**config.mk**
```make
export PLATFORM = sky130hd
export DESIGN_NAME = pkt_hdr_parse_flat
export DESIGN_NICKNAME = d
export VERILOG_FILES = /design/src/rtl/pkt_hdr_parse_if.sv /design/src/rtl/pkt_hdr_parse.sv /design/src/flat_wrapper.sv
export SDC_FILE = /design/constraint.sdc
export NUM_CORES = 1
export LEC_CHECK = 0
export BUFFER_PORTS_ARGS = -buffer_cell sky130_fd_sc_hd__buf_2
export CORE_MARGIN = 4
export CORE_UTILIZATION = 40
export CTS_CLUSTER_DIAMETER = 100
export DETAILED_ROUTE_END_ITERATION = 10
export GPL_ROUTABILITY_DRIVEN = 0
export PLACE_DENSITY = 0.65
export SYNTH_ARGS = -nofsm -noshare
export SYNTH_HDL_FRONTEND = slang
export SYNTH_SLANG_ARGS = --single-unit
export TNS_END_PERCENT = 30
```
**constraint.sdc**
```tcl
create_clock -name clk -period 9.05 [get_ports clk]
set_input_delay 1.81 -clock clk [delete_from_list [all_inputs] [get_ports clk]]
set_output_delay 1.81 -clock clk [all_outputs]
set_load 0.02 [all_outputs]
```
**src/rtl/pkt_hdr_parse_if.sv**
```systemverilog
// Stream and header handshake bundle for pkt_hdr_parse.
// slave  : the parser's view (consumes ip_*, produces op_* and par_*).
// master : the environment's view (drives ip_*, op_drdy, par_drdy).
// Header word layout macros live here so the parser and its consumer agree.

`ifndef PAR_DATA_SZ
`define PAR_DATA_SZ 102
`define PAR_MACDA   47:0
`define PAR_MACSA   95:48
`define PAR_SRCPORT 101:96
`endif

interface pkt_hdr_parse_if;
    logic                    ip_srdy;
    logic                    ip_drdy;
    logic [7:0]              ip_data;
    logic                    ip_sop;
    logic                    ip_eop;
    logic                    op_srdy;
    logic                    op_drdy;
    logic [7:0]              op_data;
    logic                    op_sop;
    logic                    op_eop;
    logic                    par_srdy;
    logic                    par_drdy;
    logic [`PAR_DATA_SZ-1:0] par_data;

    modport slave (
        input  ip_srdy, ip_data, ip_sop, ip_eop, op_drdy, par_drdy,
        output ip_drdy, op_srdy, op_data, op_sop, op_eop, par_srdy, par_data
    );

    modport master (
        output ip_srdy, ip_data, ip_sop, ip_eop, op_drdy, par_drdy,
        input  ip_drdy, op_srdy, op_data, op_sop, op_eop, par_srdy, par_data
    );
endinterface

```
**src/rtl/pkt_hdr_parse.sv**
```systemverilog
// Per-port header parser: passes the byte stream through untouched and
// captures MAC DA / SA from bytes 0..11 into a single-entry header register
// presented on par_srdy/par_drdy.
// Optional statistics counters: define PKT_HDR_PARSE_STATS_EN.

module pkt_hdr_parse #(
    parameter logic [5:0] PORT_ID = 6'd0
) (
    input  logic                clk,
    input  logic                reset,
    pkt_hdr_parse_if.slave      bus,
    output logic [15:0]         runt_cnt,
    output logic [15:0]         pkt_cnt
);

    typedef enum logic [2:0] {
        S_IDLE = 3'b001,
        S_HDR  = 3'b010,
        S_BODY = 3'b100
    } state_t;

    state_t                  state_q, state_d;
    logic [3:0]              ctr_q, ctr_d;
    logic [47:0]             da_q, da_d;
    logic [47:0]             sa_q, sa_d;
    logic                    par_srdy_q, par_srdy_d;
    logic [`PAR_DATA_SZ-1:0] par_data_q, par_data_d;
    logic [`PAR_DATA_SZ-1:0] hdr_word;
    logic                    stall, xfer, hdr_ld, runt_ev;

    // Only byte 11 can stall: it would overwrite an unconsumed header.
    assign stall = (state_q == S_HDR) && (ctr_q == 4'd11) && par_srdy_q && !bus.par_drdy;
    assign xfer  = bus.ip_srdy && bus.ip_drdy;

    // Combinational pass-through path.
    always_comb begin
        bus.ip_drdy = bus.op_drdy && !stall;
        bus.op_srdy = bus.ip_srdy && !stall;
        bus.op_data = bus.ip_data;
        bus.op_sop  = bus.ip_sop;
        bus.op_eop  = bus.ip_eop;
    end

    // Header word assembled from DA and the SA including the byte now transferring.
    always_comb begin
        hdr_word               = '0;
        hdr_word[`PAR_MACDA]   = da_q;
        hdr_word[`PAR_MACSA]   = {sa_q[39:0], bus.ip_data};
        hdr_word[`PAR_SRCPORT] = PORT_ID;
    end

    // Next-state: capture sequencing, runt detection, header load.
    always_comb begin
        state_d = state_q;
        ctr_d   = ctr_q;
        da_d    = da_q;
        sa_d    = sa_q;
        hdr_ld  = 1'b0;
        runt_ev = 1'b0;
        unique case (state_q)
            S_IDLE, S_BODY: begin
                if (xfer) begin
                    if (bus.ip_sop) begin
                        if (bus.ip_eop) begin
                            runt_ev = 1'b1;
                            state_d = S_IDLE;
                            ctr_d   = 4'd0;
                        end else begin
                            da_d    = {40'h0, bus.ip_data};
                            ctr_d   = 4'd1;
                            state_d = S_HDR;
                        end
                    end else if (bus.ip_eop) begin
                        state_d = S_IDLE;
                    end
                end
            end
            S_HDR: begin
                if (xfer) begin
                    if (bus.ip_sop) begin
                        // New packet preempts the partial header.
                        runt_ev = 1'b1;
                        if (bus.ip_eop) begin
                            state_d = S_IDLE;
                            ctr_d   = 4'd0;
                        end else begin
                            da_d  = {40'h0, bus.ip_data};
                            ctr_d = 4'd1;
                        end
                    end else if (ctr_q == 4'd11) begin
                        sa_d    = {sa_q[39:0], bus.ip_data};
                        hdr_ld  = 1'b1;
                        ctr_d   = 4'd0;
                        state_d = bus.ip_eop ? S_IDLE : S_BODY;
                    end else if (bus.ip_eop) begin
                        runt_ev = 1'b1;
                        ctr_d   = 4'd0;
                        state_d = S_IDLE;
                    end else begin
                        if (ctr_q < 4'd6) da_d = {da_q[39:0], bus.ip_data};
                        else              sa_d = {sa_q[39:0], bus.ip_data};
                        ctr_d = ctr_q + 4'd1;
                    end
                end
            end
            default: begin
                state_d = S_IDLE;
                ctr_d   = 4'd0;
            end
        endcase
    end

    // Header output register: load wins over a same-cycle consume.
    always_comb begin
        par_srdy_d = hdr_ld || (par_srdy_q && !bus.par_drdy);
        par_data_d = hdr_ld ? hdr_word : par_data_q;
    end

    // Parser state registers.
    always_ff @(posedge clk or posedge reset) begin
        if (reset) begin
            state_q    <= S_IDLE;
            ctr_q      <= 4'd0;
            da_q       <= '0;
            sa_q       <= '0;
            par_srdy_q <= 1'b0;
            par_data_q <= '0;
        end else begin
            state_q    <= state_d;
            ctr_q      <= ctr_d;
            da_q       <= da_d;
            sa_q       <= sa_d;
            par_srdy_q <= par_srdy_d;
            par_data_q <= par_data_d;
        end
    end

    assign bus.par_srdy = par_srdy_q;
    assign bus.par_data = par_data_q;

`ifdef PKT_HDR_PARSE_STATS_EN
    logic [15:0] runt_cnt_q, pkt_cnt_q;

    // Saturating statistics counters.
    always_ff @(posedge clk or posedge reset) begin
        if (reset) begin
            runt_cnt_q <= 16'h0;
            pkt_cnt_q  <= 16'h0;
        end else begin
            if (runt_ev && runt_cnt_q != 16'hFFFF) runt_cnt_q <= runt_cnt_q + 16'h1;
            if (hdr_ld  && pkt_cnt_q  != 16'hFFFF) pkt_cnt_q  <= pkt_cnt_q  + 16'h1;
        end
    end

    assign runt_cnt = runt_cnt_q;
    assign pkt_cnt  = pkt_cnt_q;
`else
    logic unused_ev;
    assign unused_ev = runt_ev;
    assign runt_cnt  = 16'h0;
    assign pkt_cnt   = 16'h0;
`endif

endmodule

```
**src/flat_wrapper.sv**
```systemverilog
// flat-port wrapper written by rule: the top's interface ports become plain ports
module pkt_hdr_parse_flat 
#(
    parameter logic [5:0] PORT_ID = 6'd0
)
  (clk, reset, runt_cnt, pkt_cnt, bus_ip_srdy, bus_ip_data, bus_ip_sop, bus_ip_eop, bus_op_drdy, bus_par_drdy, bus_ip_drdy, bus_op_srdy, bus_op_data, bus_op_sop, bus_op_eop, bus_par_srdy, bus_par_data);
  pkt_hdr_parse_if bus_i ();
  input  logic clk;
  input  logic reset;
  output logic [15:0] runt_cnt;
  output logic [15:0] pkt_cnt;
  input wire logic [$bits(bus_i.ip_srdy)-1:0] bus_ip_srdy;
  input wire logic [$bits(bus_i.ip_data)-1:0] bus_ip_data;
  input wire logic [$bits(bus_i.ip_sop)-1:0] bus_ip_sop;
  input wire logic [$bits(bus_i.ip_eop)-1:0] bus_ip_eop;
  input wire logic [$bits(bus_i.op_drdy)-1:0] bus_op_drdy;
  input wire logic [$bits(bus_i.par_drdy)-1:0] bus_par_drdy;
  output wire logic [$bits(bus_i.ip_drdy)-1:0] bus_ip_drdy;
  output wire logic [$bits(bus_i.op_srdy)-1:0] bus_op_srdy;
  output wire logic [$bits(bus_i.op_data)-1:0] bus_op_data;
  output wire logic [$bits(bus_i.op_sop)-1:0] bus_op_sop;
  output wire logic [$bits(bus_i.op_eop)-1:0] bus_op_eop;
  output wire logic [$bits(bus_i.par_srdy)-1:0] bus_par_srdy;
  output wire logic [$bits(bus_i.par_data)-1:0] bus_par_data;
  assign bus_i.ip_srdy = bus_ip_srdy;
  assign bus_i.ip_data = bus_ip_data;
  assign bus_i.ip_sop = bus_ip_sop;
  assign bus_i.ip_eop = bus_ip_eop;
  assign bus_i.op_drdy = bus_op_drdy;
  assign bus_i.par_drdy = bus_par_drdy;
  assign bus_ip_drdy = bus_i.ip_drdy;
  assign bus_op_srdy = bus_i.op_srdy;
  assign bus_op_data = bus_i.op_data;
  assign bus_op_sop = bus_i.op_sop;
  assign bus_op_eop = bus_i.op_eop;
  assign bus_par_srdy = bus_i.par_srdy;
  assign bus_par_data = bus_i.par_data;
  pkt_hdr_parse #(.PORT_ID(PORT_ID)) u_core (.clk(clk), .reset(reset), .bus(bus_i), .runt_cnt(runt_cnt), .pkt_cnt(pkt_cnt));
endmodule
```
==> impl_metrics.env, run 1 <==
export IMPL_outcome="finished, final reports clean"
export IMPL_yosysTopAreaCell="dfrtp_1"
export IMPL_synth_ff_type="dfrtp_1"
export IMPL_die_y_um=148
export IMPL_cp_top_family="simple AND/OR/NAND/NOR gates"
export IMPL_routed_wl_um=14900
export IMPL_synthTopCellsByArea="dfrtp_1 (61%), mux2_2 (15%), mux2_1 (5.8%)"
export IMPL_first_pass_iters=4
export IMPL_synth_top_area_share_pct=61.1
export IMPL_cts_max_level=4
export IMPL_placementRows=50
export IMPL_routedWlPerCell_um=16.6
export IMPL_final_max_slew_viol_count=0
export IMPL_crit_type="primary input to primary output"
export IMPL_finalHoldViolCount=0
export IMPL_finalNetCount=642
export IMPL_start_util_pct=41.3
export IMPL_skew_ns=0.00566
export IMPL_synth_seq_cells=192
export IMPL_yosysUniqueCellTypes=46
export IMPL_power_leakage_nw=4.89
export IMPL_max_freq_mhz=232
export IMPL_grt_overflow_total=0
export IMPL_p_int_mw=1.36
export IMPL_portBuffers=123
export IMPL_drive_above_1_share_pct=43.3
export IMPL_groute_usage_overall_pct=14.0
export IMPL_rsz0062_at_grt="no"
export IMPL_numCtsBuffers=17
export IMPL_antenna_cells=0
export IMPL_via_per_inst=4.80
export IMPL_grt_pass1_vias=4528
export IMPL_slew_headroom_pct=37.5
export IMPL_chipWidth_um=148
export IMPL_grt_max_degree=118
export IMPL_final_cell_mix="dfrtp_1 (191), buf_2 (123), mux2_2 (105)"
export IMPL_cts_resized=0
export IMPL_slowest_delay_ns=0.18
export IMPL_cp_buffers_inverters=2
export IMPL_yosys_warnings=0
export IMPL_clkTransAtPathRegs_ns=0.07
export IMPL_drt_iter0_drc=176
export IMPL_min_path_type="flip-flop to flip-flop"
export IMPL_synth_cells=517
export IMPL_crit_path_end_kind="primary output"
export IMPL_synthesis_area_sq_um=7820
export IMPL_ff2ff_setup_slack_ns=6.33
export IMPL_core_area_sq_um=19000
export IMPL_clk_path_buf_depth=2
export IMPL_synth_edff_count=0
export IMPL_cts_tree="done"
export IMPL_final_antenna_net_count=0
export IMPL_post_cts_buffers=0
export IMPL_setup_viol=0
export IMPL_layout_area_overhead_vs_synth_pct=15.8
export IMPL_p_comb_share_pct=3.7
export IMPL_drc_errors=0
export IMPL_power_density_nw_per_um2=192
export IMPL_grt_pass1_wl_um=24500
export IMPL_dp_hpwl_um=10100
export IMPL_synth_seq_area_share_pct=61.4
export IMPL_pwr_share_clk_pct=45.6
export IMPL_layout_commonest_cell="dfrtp_1"
export IMPL_cp_required_ns=7.24
export IMPL_hold_buffers=0
export IMPL_power_switching_share_pct=21.4
export IMPL_clock_latency_ns=0.42
export IMPL_cp_max_fo=2
export IMPL_ios=162
export IMPL_final_period_utilization_pct=47.6
export IMPL_fin_crit_ns=4.31
export IMPL_slowest_stage="and2_1"
export IMPL_crit_top_cell="buf_2"
export IMPL_worstSetupStartpointType="primary input"
export IMPL_vias=4309
export IMPL_fin_util_pct=47.8
export IMPL_cts_root_buf="clkbuf_16"
export IMPL_syn_area_per_cell_sq_um=15.1
export IMPL_pwr_share_seq_pct=50.7
export IMPL_worst_ep_arrival_time_ns=2.50
export IMPL_clkSinkCount=192
export IMPL_async_reset_ff_share_pct=100
export IMPL_fin_setup_tns_ns=0
export IMPL_antenna_found_initial=1
export IMPL_maxCapViolations=0
export IMPL_ir_worst_vdd_uv=129
export IMPL_die_area_sq_um=21900
export IMPL_tightest_slew_ns=0.937
export IMPL_p_sw_uw=372
export IMPL_worstPathCellList="buf_2 -> nor2b_1 -> nand3_1 -> and2_1 -> buf_2"
==> per-stage QoR <==
stage	total power [mW]	std cells	setup WS, ns	instance area (sq um)	hold slack (ns)
floorplan	0.957	554	2.01	7960	0.465
global placement	0.960	867	4.77	8430	0.465
detailed placement	0.962	867	4.73	8430	0.470
CTS	1.76	897	4.73	9060	0.485
global route	1.81	897	4.64	9060	0.489
finish	1.74	897	4.74	9060	0.478
==> state kept, by name, indices dropped and copies added (netlist names) <==
name,cells
u_core.bus.par_data,96
u_core.da_q,48
u_core.sa_q,40
u_core.ctr_q,4
u_core.state_q,3
u_core.bus.par_srdy,1
==> cells by family (layout without fill, tap and decap cells) <==
family                   Yosys count  in the layout  synth area share (%)
flip-flops                       192            192                  61.4
XOR/XNOR                           2              2                 0.224
AO/OA/AOI/OAI                     64             64                  7.04
buffers and inverters             80            163                  7.39
other                              1             38                0.0479
multiplexers                     145            145                  20.9
AND/OR/NAND/NOR                   32             32                  2.83
adder cells (fa/ha/maj)            1              1                 0.160
==> final timing paths <==
path                                                startpoint                                   to  depth (start not counted)
max                                               bus_par_drdy                          bus_ip_drdy                          5
min                        u_core.bus.par_data[47]$_DFFE_PP0P_  u_core.bus.par_data[47]$_DFFE_PP0P_                          1
max reg2reg                        u_core.ctr_q[0]$_DFFE_PP0P_  u_core.bus.par_data[75]$_DFFE_PP0P_                          6
min reg2reg                u_core.bus.par_data[47]$_DFFE_PP0P_  u_core.bus.par_data[47]$_DFFE_PP0P_                          1
max in group asynchronous                                reset  u_core.bus.par_data[28]$_DFFE_PP0P_                          3
min in group asynchronous                                reset  u_core.bus.par_data[79]$_DFFE_PP0P_                          2
==> cells in the mapped netlist (all sizes together) (2+ instances only) <==
library cell  count
and2              3
inv               4
o21bai            3
o22ai             2
mux2            145
dfrtp           191
a21o              2
and3              2
nand2             2
nor2b             3
clkbuf            5
a21oi             3
nor3b             4
nor3              3
nand3b            2
o21ai             3
nor2              4
buf              71
nand3             2
a211oi            2
a22o             41
xnor2             2
o31a              2
==> power by group through the flow <==
stage / Sequential, mW / Clock (mW) / Combinational, mW
after floorplan: 0.890 / 0 / 0.0663
after CTS: 0.880 / 0.817 / 0.0656
after global routing: 0.880 / 0.854 / 0.0724
after global placement: 0.897 / 0 / 0.0636
final: 0.879 / 0.792 / 0.0641
after detailed placement: 0.896 / 0 / 0.0656
==> final cells by class <==
cell class                      count  area, sq um
Clock buffer                       19          453
Clock inverter                     11          181
Fill cell                        1695         9890
Inverter                            4         22.5
Multi-Input combinational cell    282         2610
Sequential cell                   192         4810
Tap cell                          260          325
Timing Repair Buffer              129          661
==> per-layer routing <==
metal	routed length (um)	track usage [%]	vias to the layer above
li1	-	-	1989
met1	6190	17.4	2167
met2	7570	23.7	127
met3	812	3.40	24
met4	286	5.64	2
met5	13	0	-
No activity file was read; power rests on OpenSTA's default activity.
==> run 2, diff against run 1 <==
==> constraint.sdc (replaced) <==
create_clock -name clk -period 4.01 [get_ports clk]
set_input_delay 0.802 -clock clk [delete_from_list [all_inputs] [get_ports clk]]
set_output_delay 0.802 -clock clk [all_outputs]
set_load 0.02 [all_outputs]
==> run 2 against run 1 <==
Compared with the run above: critical path depth increased by 1; worst setup slack got worse by 3.4 ns; first-iteration DRC count increased by 4.0%; core utilization decreased by 0.25 points; routed wire length increased by 2.1%; sequential share of layout area increased by 0.28 points; via count increased by 3.3%; sequential power increased by 130%; sequential cell count unchanged; combinational power increased by 130%; count of clock-buffer cells in the layout increased by 1; die area unchanged; critical endpoint is now u_core.bus.par_data[4]$_DFFE_PP0P_; largest cell class unchanged; highest routed layer is now met4.
==> impl_metrics.env, run 2 (same netlist as run 1, synthesis figures left out) <==
export IMPL_outcome="finished, final reports clean"
export IMPL_power_leakage_nw=4.85
export IMPL_clk_path_buf_depth=2
export IMPL_skew_ns=0.00957
export IMPL_nFillCells=1656
export IMPL_multi_input_area_sq_um=2610
export IMPL_final_period_utilization_pct=66.6
export IMPL_vias=4452
export IMPL_portBuffers=123
export IMPL_clkTransAtPathRegs_ns=0.07
export IMPL_via_per_inst=4.96
export IMPL_layout_area_overhead_vs_synth_pct=15.2
export IMPL_die_area_sq_um=21900
export IMPL_ios=162
export IMPL_numCtsBuffers=17
export IMPL_tightest_slew_ns=1.09
export IMPL_drt_iter0_drc=183
export IMPL_drc_errors=0
export IMPL_layout_commonest_cell="dfrtp_1"
export IMPL_core_area_sq_um=19000
export IMPL_fin_crit_ns=2.67
export IMPL_rsz0062_at_grt="no"
export IMPL_largest_reg_flops=96
export IMPL_maxCapViolations=0
export IMPL_grt_pass1_vias=4533
export IMPL_start_util_pct=41.3
export IMPL_fin_setup_tns_ns=0
export IMPL_cts_resized=0
export IMPL_post_cts_buffers=0
export IMPL_min_path_type="flip-flop to flip-flop"
export IMPL_ir_worst_vdd_uv=283
export IMPL_crit_type="flip-flop to flip-flop"
export IMPL_hold_buffers=0
export IMPL_cts_root_buf="clkbuf_16"
export IMPL_finalNetCount=642
export IMPL_grt_overflow_total=0
export IMPL_clock_latency_ns=0.42
export IMPL_max_freq_mhz=374
export IMPL_die_y_um=148
export IMPL_worstSetupStartpointType="flip-flop"
export IMPL_seq_area_sq_um=4810
export IMPL_timing_hold_ws_ns=0.480
export IMPL_drive_above_1_share_pct=43.1
export IMPL_first_pass_iters=4
export IMPL_grt_max_degree=193
export IMPL_slew_headroom_pct=27.1
export IMPL_groute_usage_overall_pct=14.3
export IMPL_crit_path_end_kind="flip-flop"
export IMPL_finalHoldViolCount=0
export IMPL_antenna_cells=0
export IMPL_cts_max_level=4
export IMPL_power_density_nw_per_um2=421
export IMPL_worst_ep_arrival_time_ns=2.99
export IMPL_final_cell_mix="dfrtp_1 (191), buf_2 (123), mux2_2 (105)"
export IMPL_total_power_mw=3.80
export IMPL_grt_pass1_wl_um=25100
export IMPL_routed_wl_um=15200
export IMPL_final_max_slew_viol_count=0
export IMPL_antenna_found_initial=0
export IMPL_cp_max_fo=55
export IMPL_setup_viol=0
export IMPL_chipWidth_um=148
export IMPL_clkSinkCount=192
export IMPL_cts_tree="done"
export IMPL_dp_hpwl_um=10200
export IMPL_cp_required_ns=4.32
export IMPL_final_antenna_net_count=0
export IMPL_routedWlPerCell_um=16.9
export IMPL_placementRows=50
==> run 2: changes by cell type in the layout (fill, tap and decap cells not counted), sizes merged <==
cell | before | now
clkinvlp | 1 | 3
inv | 6 | 7
clkbuf | 19 | 20
bufinv | 4 | 2
clkinv | 4 | 3
==> run 2: path summary, 6_finish.rpt <==
kind	start	to	slack [ns]	cells after the start
worst max register to register	u_core.ctr_q[0]$_DFFE_PP0P_	u_core.bus.par_data[4]$_DFFE_PP0P_	1.34	6
max in group asynchronous	reset	u_core.da_q[0]$_DFFE_PP0P_	2.55	3
worst min register to register	u_core.bus.par_data[47]$_DFFE_PP0P_	u_core.bus.par_data[47]$_DFFE_PP0P_	0.48	1
worst max-delay path	u_core.ctr_q[0]$_DFFE_PP0P_	u_core.bus.par_data[4]$_DFFE_PP0P_	1.34	6
min in group asynchronous	reset	u_core.bus.par_data[87]$_DFFE_PP0P_	0.60	3
worst min-delay path	u_core.bus.par_data[47]$_DFFE_PP0P_	u_core.bus.par_data[47]$_DFFE_PP0P_	0.48	1
==> run 2: layout make-up <==
type / count / share of cell area, %
Sequential cell: 192 / 53.3
Clock buffer: 20 / 4.96
Multi-Input combinational cell: 282 / 29.0
Clock inverter: 11 / 1.46
Inverter: 4 / 0.208
Tap cell: 260 / 3.61
Timing Repair Buffer: 129 / 7.47
==> run 2: stage by stage <==
stage	area (sq um)	setup slack, ns	utilization, %	std cells
finish	9010	1.34	47.6	898
global route	9010	1.19	47.6	898
CTS	9010	1.34	47.6	898
detailed placement	8440	1.20	44.5	867
global placement	8440	1.27	44.5	867
floorplan	7970	0.732	-	554
==> run 2: critical path, cell delays in order, from the launching register on <==
cell and delay, ns:
dfrtp_1 0.42, ha_1 0.25, nand3b_1 0.27, a21oi_1 0.36, nor2b_4 0.21, buf_4 0.57
mux2_2 0.41
==> run 2: metal layers <==
layer / wire length (um) / vias to the layer above / GRT usage [%]
li1: - / 1985 / -
met1: 6520 / 2321 / 18.0
met2: 7610 / 130 / 24.0
met3: 854 / 16 / 3.77
met4: 194 / 0 / 4.71
met5: 0 / - / 0
==> run 2: report_power, final <==
group	internal (mW)	switching (mW)	total [mW]
logic	0.0386	0.109	0.148
registers	1.96	0.0243	1.98
clock network	0.941	0.726	1.67
==> run 3, diff against run 2 <==
==> constraint.sdc (replaced) <==
create_clock -name clk -period 2.6 [get_ports clk]
set_input_delay 0.52 -clock clk [delete_from_list [all_inputs] [get_ports clk]]
set_output_delay 0.52 -clock clk [all_outputs]
set_load 0.02 [all_outputs]
==> run 3 against run 2 <==
Compared with the run above: die area unchanged; hold slack got worse by 0.23 ns; clock skew decreased by 0.0011 ns; maximum frequency increased by 11%; count of clock-buffer cells in the layout decreased by 2; clock power increased by 49%; sequential power increased by 55%; critical path depth unchanged; via count increased by 0.29%; combinational power increased by 66%; power increased by 52%; largest cell class unchanged; highest routed layer unchanged.
==> impl_metrics.env, run 3 (same netlist as run 1, synthesis figures left out) <==
export IMPL_drt_iter0_drc=180
export IMPL_die_area_sq_um=21900
export IMPL_grt_pass1_vias=4787
export IMPL_maxCapViolations=0
export IMPL_multi_input_area_sq_um=2610
export IMPL_r2r_cells=6
export IMPL_hold_buffers=0
export IMPL_worstSetupStartpointType="flip-flop"
export IMPL_dp_cells=878
export IMPL_vias=4465
export IMPL_die_y_um=148
export IMPL_slew_headroom_pct=44.9
export IMPL_drive_above_1_share_pct=44.2
export IMPL_fin_ws_ns=0.196
export IMPL_outcome="finished, final reports clean"
export IMPL_numCtsBuffers=17
export IMPL_p_int_mw=4.44
export IMPL_total_power_mw=5.78
export IMPL_grt_max_degree=50
export IMPL_pwr_share_clk_pct=42.8
export IMPL_critical_path_startpoint="u_core.ctr_q[0]$_DFFE_PP0P_"
export IMPL_finalNetCount=653
export IMPL_first_pass_iters=4
export IMPL_fin_cells=910
export IMPL_crit_path_end_kind="flip-flop"
export IMPL_routed_wl_um=15400
export IMPL_worst_ep_arrival_time_ns=2.71
export IMPL_ir_worst_vdd_uv=437
export IMPL_p_sw_mw=1.35
export IMPL_max_freq_mhz=416
export IMPL_largest_reg_flops=96
export IMPL_finalHoldViolCount=0
export IMPL_post_dp_cell_area_sq_um=8590
export IMPL_via_per_inst=4.91
export IMPL_cp_max_fo=47
export IMPL_crit_type="flip-flop to flip-flop"
export IMPL_dp_hpwl_um=10800
export IMPL_worstPathCellList="ha_1 -> nand3b_1 -> a21oi_1 -> nor2b_4 -> buf_12 -> mux2_2"
export IMPL_timing_hold_ws_ns=0.254
export IMPL_seq_area_sq_um=4810
export IMPL_power_leakage_nw=4.92
export IMPL_final_antenna_net_count=0
export IMPL_antenna_found_initial=1
export IMPL_cts_root_buf="clkbuf_16"
export IMPL_final_cell_area_sq_um=9150
export IMPL_portBuffers=123
export IMPL_clk_path_buf_depth=2
export IMPL_final_period_utilization_pct=92.5
export IMPL_cts_tree="done"
export IMPL_pwr_share_seq_pct=52.9
export IMPL_slowest_stage="dfrtp_1"
export IMPL_min_path_type="primary input to async pin"
export IMPL_ff2ff_setup_slack_ns=0.20
export IMPL_ios=162
export IMPL_layout_area_overhead_vs_synth_pct=17.0
export IMPL_clock_latency_ns=0.43
export IMPL_fin_util_pct=48.3
export IMPL_start_util_pct=41.3
export IMPL_fin_setup_tns_ns=0
export IMPL_groute_usage_overall_pct=14.7
export IMPL_core_area_sq_um=19000
export IMPL_r2r_end="u_core.bus.par_data[86]$_DFFE_PP0P_"
export IMPL_cts_resized=0
export IMPL_rsz0062_at_grt="no"
export IMPL_placementRows=50
export IMPL_fin_crit_ns=2.40
export IMPL_setup_viol=0
export IMPL_place_ws_ns=0.210
export IMPL_post_cts_buffers=0
export IMPL_cp_required_ns=2.90
export IMPL_clkTransAtPathRegs_ns=0.07
export IMPL_cp_top_family="simple AND/OR/NAND/NOR gates"
export IMPL_cts_max_level=4
export IMPL_layout_commonest_cell="dfrtp_1"
export IMPL_power_density_nw_per_um2=632
export IMPL_slowest_delay_ns=0.41
export IMPL_drc_errors=0
export IMPL_final_max_slew_viol_count=0
export IMPL_nFillCells=1676
export IMPL_routedWlPerCell_um=16.9
export IMPL_cp_buffers_inverters=1
export IMPL_chipWidth_um=148
export IMPL_tightest_slew_ns=0.825
export IMPL_skew_ns=0.00848
export IMPL_r2r_start="u_core.ctr_q[0]$_DFFE_PP0P_"
export IMPL_grt_pass1_wl_um=25600
export IMPL_grt_overflow_total=0
export IMPL_power_switching_share_pct=23.3
export IMPL_final_cell_mix="dfrtp_1 (191), buf_2 (123), mux2_2 (105)"
export IMPL_p_comb_share_pct=4.3
export IMPL_clkSinkCount=192
## run 3: changes by cell type in the layout (fill, tap and decap cells not counted)
| cell | previous run | this run |
|---|---|---|
| buf_12 | 1 | 7 |
| buf_4 | 5 | 10 |
| bufinv_16 | 2 | 1 |
| clkbuf_1 | 2 | 1 |
| clkbuf_8 | 1 | 0 |
| clkinv_2 | 2 | 3 |
| clkinv_4 | 1 | 0 |
| diode_2 | 0 | 1 |
| inv_6 | 3 | 5 |
| inv_8 | 1 | 2 |
## run 3: how the worst max path moves through the flow
stage	slack [ns]	endpoint	depth (start not counted)
CTS	0.17	u_core.bus.par_data[71]$_DFFE_PP0P_	6
detailed placement	0.21	u_core.bus.par_data[84]$_DFFE_PP0P_	6
floorplan	-0.40	u_core.bus.par_data[0]$_DFFE_PP0P_	1
global route	0.008	u_core.bus.par_data[28]$_DFFE_PP0P_	6
global placement	0.31	u_core.bus.par_data[10]$_DFFE_PP0P_	6
finish	0.20	u_core.bus.par_data[86]$_DFFE_PP0P_	6
## run 3: layout make-up
class                      instances  share of cell area [%]
sequential                       192                    52.5
multi-input combinational        282                    28.5
timing repair buffer             140                    9.08
clock buffer                      18                    4.69
tap                              260                    3.55
clock inverter                    13                    1.38
inverter                           4                   0.205
antenna                            1                  0.0273
## run 3: power by group through the flow
stage / logic, mW / clock network [mW] / registers [mW]
2_1_floorplan: 0.231 / 0 / 3.10
3_3_place_gp: 0.243 / 0 / 3.11
5_1_grt: 0.276 / 2.68 / 3.06
3_5_place_dp: 0.251 / 0 / 3.11
6_report: 0.246 / 2.48 / 3.06
4_1_cts: 0.251 / 2.55 / 3.06
## run 3: per-layer routing
| layer | vias up | global-route usage (%) | share of wire [%] |
|---|---|---|---|
| met5 | - | 0 | 0 |
| met2 | 148 | 24.4 | 50 |
| met1 | 2275 | 17.8 | 41 |
| met3 | 20 | 5.03 | 6.5 |
| met4 | 0 | 5.50 | 1.6 |
| li1 | 2022 | - | - |
